<file path="src/rtl/bcd_pow2_accumulator.sv">
// rtl/bcd_pow2_accumulator.sv - digit-serial BCD accumulator of power-of-two weights
//
// Consumes one binary bit per step, LSB first. A BCD power register walks
// 1,2,4,8,... and every accepted '1' bit adds the current power into a BCD
// accumulator. Each step processes one BCD digit per clock.
//
// Ports:
//   clk         rising-edge clock
//   rst         synchronous, active-high reset
//   start       clears acc/pow/flags and aborts any step in progress
//   step_valid  a bit is offered on step_bit
//   step_bit    binary bit of the current weight
//   step_last   marks step_bit as the final (MSB) bit
//   step_ready  block can accept a step this cycle
//   bcd_out     accumulator digits, [0] = units
//   done        1-cycle pulse when the last step completes
//   overflow    sticky; result exceeds numberOfDigits digits

module bcd_pow2_accumulator #(
    parameter int numberOfDigits = 3
) (
    input  logic                           clk,
    input  logic                           rst,
    input  logic                           start,
    input  logic                           step_valid,
    input  logic                           step_bit,
    input  logic                           step_last,
    output logic                           step_ready,
    output logic [numberOfDigits-1:0][3:0] bcd_out,
    output logic                           done,
    output logic                           overflow
);

    localparam int idxWidth = (numberOfDigits > 1) ? $clog2(numberOfDigits) : 1;
    localparam logic [idxWidth-1:0] LAST_IDX = idxWidth'(numberOfDigits - 1);

    typedef enum logic {IDLE, BUSY} state_t;

    state_t                           state;
    logic [numberOfDigits-1:0][3:0]   acc;
    logic [numberOfDigits-1:0][3:0]   pow;
    logic [idxWidth-1:0]              idx;
    logic                             c_add;
    logic                             c_dbl;
    logic                             bit_r;
    logic                             last_r;
    // Set once the power register itself has carried out of the top digit;
    // from then on any '1' bit adds a wrong weight.
    logic                             pow_wrap;

    logic [4:0] sum;
    logic [4:0] dbl;
    logic       add_carry;
    logic       dbl_carry;
    logic [3:0] add_digit;
    logic [3:0] dbl_digit;

    // Per-digit add and doubling; both read the pre-doubling pow digit.
    always_comb begin
        sum       = 5'(acc[idx]) + (bit_r ? 5'(pow[idx]) : 5'd0) + 5'(c_add);
        dbl       = {pow[idx], 1'b0} + 5'(c_dbl);
        add_carry = (sum > 5'd9);
        dbl_carry = (dbl > 5'd9);
        add_digit = add_carry ? 4'(sum - 5'd10) : sum[3:0];
        dbl_digit = dbl_carry ? 4'(dbl - 5'd10) : dbl[3:0];
    end

    always_ff @(posedge clk) begin
        if (rst || start) begin
            state    <= IDLE;
            acc      <= '0;
            pow      <= '0;
            pow[0]   <= 4'd1;
            idx      <= '0;
            c_add    <= 1'b0;
            c_dbl    <= 1'b0;
            bit_r    <= 1'b0;
            last_r   <= 1'b0;
            done     <= 1'b0;
            overflow <= 1'b0;
            pow_wrap <= 1'b0;
        end else begin
            done <= 1'b0;
            case (state)
                IDLE: begin
                    if (step_valid) begin
                        bit_r  <= step_bit;
                        last_r <= step_last;
                        idx    <= '0;
                        c_add  <= 1'b0;
                        c_dbl  <= 1'b0;
                        state  <= BUSY;
                    end
                end
                BUSY: begin
                    acc[idx] <= add_digit;
                    pow[idx] <= dbl_digit;
                    c_add    <= add_carry;
                    c_dbl    <= dbl_carry;
                    if (idx == LAST_IDX) begin
                        overflow <= overflow | add_carry | (bit_r & pow_wrap);
                        pow_wrap <= pow_wrap | dbl_carry;
                        done     <= last_r;
                        state    <= IDLE;
                    end else begin
                        idx <= idx + idxWidth'(1);
                    end
                end
                default: state <= IDLE;
            endcase
        end
    end

    assign step_ready = (state == IDLE);
    assign bcd_out    = acc;

endmodule

</file>
<file path="config.mk">
export PLATFORM = sky130hd
export DESIGN_NAME = bcd_pow2_accumulator
export DESIGN_NICKNAME = d
export VERILOG_FILES = /design/src/rtl/bcd_pow2_accumulator.sv
export SDC_FILE = /design/constraint.sdc
export NUM_CORES = 1
export LEC_CHECK = 0
export CORE_MARGIN = 2
export CORE_UTILIZATION = 50
export CTS_CLUSTER_DIAMETER = 80
export CTS_CLUSTER_SIZE = 8
export DETAILED_ROUTE_END_ITERATION = 10
export PLACE_DENSITY = 0.85
export SYNTH_ARGS = -nofsm -noshare
export SYNTH_HDL_FRONTEND = slang
export SYNTH_SLANG_ARGS = --single-unit
</file>
<file path="constraint.sdc">
create_clock -name clk -period 3 [get_ports clk]
set_input_delay 0.6 -clock clk [delete_from_list [all_inputs] [get_ports clk]]
set_output_delay 0.6 -clock clk [all_outputs]
set_load 0.01 [all_outputs]
</file>
==> results of run 1 <==
sequential cells by signal (all words and copies together), names as in the netlist:
signal    cells
pow          12
bcd_out      12
overflow      1
idx           2
done          1
pow_wrap      1
c_add         1
bit_r         1
last_r        1
c_dbl         1
state         1
worst paths after layout:
path	startpoint	to	slack (ps)	depth (start not counted)
hold reg to reg	last_r	done	470	1
setup reg to reg	idx[0]	bcd_out[6]	40	12
setup / recovery	idx[0]	bcd_out[6]	40	12
hold / removal	last_r	done	470	1
worst max-delay path, stage by stage (launching register included):
cell,delay [ps]
dfxtp_2,360
mux2_4,320
a22oi_4,160
nor2b_2,60
fa_2,350
fa_2,370
xor2_2,170
inv_2,80
ha_4,160
a31o_4,210
o31a_1,330
o211ai_1,210
nand2_1,60
layout make-up:
type                       instances  area [um2]  share of cell area
timing repair buffer              39       346.6              0.1480
tap                               48       60.06             0.02565
sequential                        34       681.9              0.2913
inverter                          11       41.29             0.01764
clock buffer                       7       86.33             0.03688
clock inverter                     1       5.005            0.002138
multi-input combinational        164        1120              0.4784
what timing repair did:
item                                    in CTS  in global routing
cloned                                       1                  0
hold buffers                                 0                  0
pin swaps                                    4                 10
setup buffers                                3                  1
resized for setup                            2                  7
endpoints found under the setup margin      10                 11
hold endpoints to repair                     0                  0
cells by family (layout without fill, tap and decap cells):
group,after synthesis,after routing,synth area share
compound gates,75,76,0.2664
xor+xnor,1,1,0.004747
fa+ha+maj,10,10,0.07594
buf+inv,25,58,0.06237
flops,34,34,0.3688
mux,10,10,0.05492
simple gates,67,67,0.1668
stage by stage:
| step | area (um2) | TNS [ps] | setup WS (ps) | instances | util |
|---|---|---|---|---|---|
| CTS | 2307 | 0 | 2.247 | 303 | 0.6398 |
| global placement | 2177 | -9.454 | -9.454 | 291 | 0.6037 |
| global route | 2341 | -566.3 | -99.29 | 304 | 0.6492 |
| detailed placement | 2177 | -474.5 | -82.06 | 291 | 0.6037 |
| floorplan | 1882 | -777.7 | -169.3 | 222 | - |
| finish | 2341 | 0 | 36.63 | 304 | 0.6492 |
layer usage:
metal,vias up,share of wire
li1,856,-
met2,69,0.48
met3,11,0.060
met5,-,0
met1,821,0.44
met4,0,0.023
where the power goes:
group	leakage, uW	internal [uW]	switching, uW
clock network	0.0000482	185	170
registers	0.000275	455	4.07
logic	0.000529	28.3	37.0
total	0.000852	668	211
cells in the final DEF, fill, tap and decap left out, types with 3 or more instances in the layout:
| master | n |
|---|---|
| dfxtp_1 | 33 |
| nand2_1 | 27 |
| a21oi_1 | 21 |
| clkdlybuf4s50_1 | 20 |
| buf_4 | 18 |
| o21ai_0 | 17 |
| nor2_1 | 14 |
| nand3_1 | 10 |
| inv_1 | 9 |
| mux2i_1 | 9 |
| ha_1 | 7 |
| and2_1 | 6 |
| o211ai_1 | 6 |
| clkbuf_8 | 6 |
| o22ai_1 | 3 |
| a31oi_1 | 3 |
==> impl_metrics.yaml, run 1 <==
yosys:
  synth-warning-count: 0
  yosysSeqAreaShare: 0.3688
  synth_ff_type: "dfxtp_1"
  synth_top_area_cell: "dfxtp_1"
  synth_area_mm2: 0.001846
  yosysTopAreaCellShare: 0.3688
  synthArstFlopShare: 0
  synth_cell_type_count: 45
  postSynthCellCount: 222
  syn_nets: 238
  ys_seq_elements: 34
  synth.most_common_cell: "dfxtp_1"
  synthTopCellsByCount: "dfxtp_1, nand2_1, a21oi_1"
  avgSynthCellArea_um2: 8.313
  synth_area_leaders: "dfxtp_1, a21oi_1, nand2_1"
  synth_enable_flop_cells: 0
worst_setup_path:
  arrival_ps: 3140
  critPathKind: "reg -> reg"
  crit_fanout: 6
  endpoint_kind: "register"
  crit_path_start_kind: "register"
  worstPathRequired_ps: 3180
clock_tree:
  cts_tree: "done"
  clkSinkCount: 34
  cts_made_buffers: 5
  htree_num_levels: 2
  cts_root_buf: "clkbuf_8"
  clockBufferDepth: 2
  clk_pin_slew_worst_paths_ps: 70
  clk_latency_ps: 290
sta:
  worstMarginPinSlew_ps: 795.0
  setup_viol: 0
  relSlewSlack: 0.4680
  rsz0062_at_grt: "yes"
  fin_hold_ws_ps: 467.1
  fmax_mhz: 337.5
  finalCritPeriodShare: 0.9878
  hold_viol_final: 0
  finalCriticalPeriod_ps: 2963
  maxSlewViolCount: 0
  finClkSkew_ps: 7.683
drt:
  avgRoutedWirePerCell_um: 15.20
  routed_wl_mm: 4.620
  vias_per_cell: 5.780
  vias: 1757
  drt_iter0_markers: 133
  ant_nets: 0
  drc_errors: 0
  drt_first_pass_iters: 4
floorplan:
  initial_core_util: 0.5118
  core_area_mm2: 0.003606
  dieWidth_um: 64.76
  rows: 22
  die_y_um: 64.76
  die_area_mm2: 0.004193
  pin_count: 21
cells_and_area:
  n_fill_cell: 301
  insertedDiodeCount: 0
  drive_gt1_frac: 0.1914
  area_growth_syn_to_layout_pct: 26.85
  finalNetCount: 271
grt:
  grt_pass1_wl_mm: 7.631
  grt_max_degree: 21
  grt_overflow: 0
  grt_use_met1: 0.3239
  top_usage_layer: "met2"
  use_met2: 0.3647
  grt_pass1_vias: 1610
  antenna_found_initial: 0
  met3_usage: 0.05208
  track_usage: 0.2399
placed_design:
  hpwl_mm: 3.191
  io_buffers: 20
  gp_congestion: 0.8408
hold_path:
  hp-class: "reg -> reg"
pwr:
  vdd_ir_drop_max_v: 0.0002593
  power.leakage_uw: 0.0008520
  cellPowerDensity_mw_per_mm2: 375.8
  finalPower_uw: 879.7
outcome:
  status: "finished clean"
job:
  maxCapViolCount: 0
Note: power is estimated with default switching activity, not from simulation.
==> run 2, diff against run 1 <==
CAP_MARGIN = 15   (was unset)
==> results of run 2 <==
The final DEF is identical to that of run 1; final timing and power are the same.
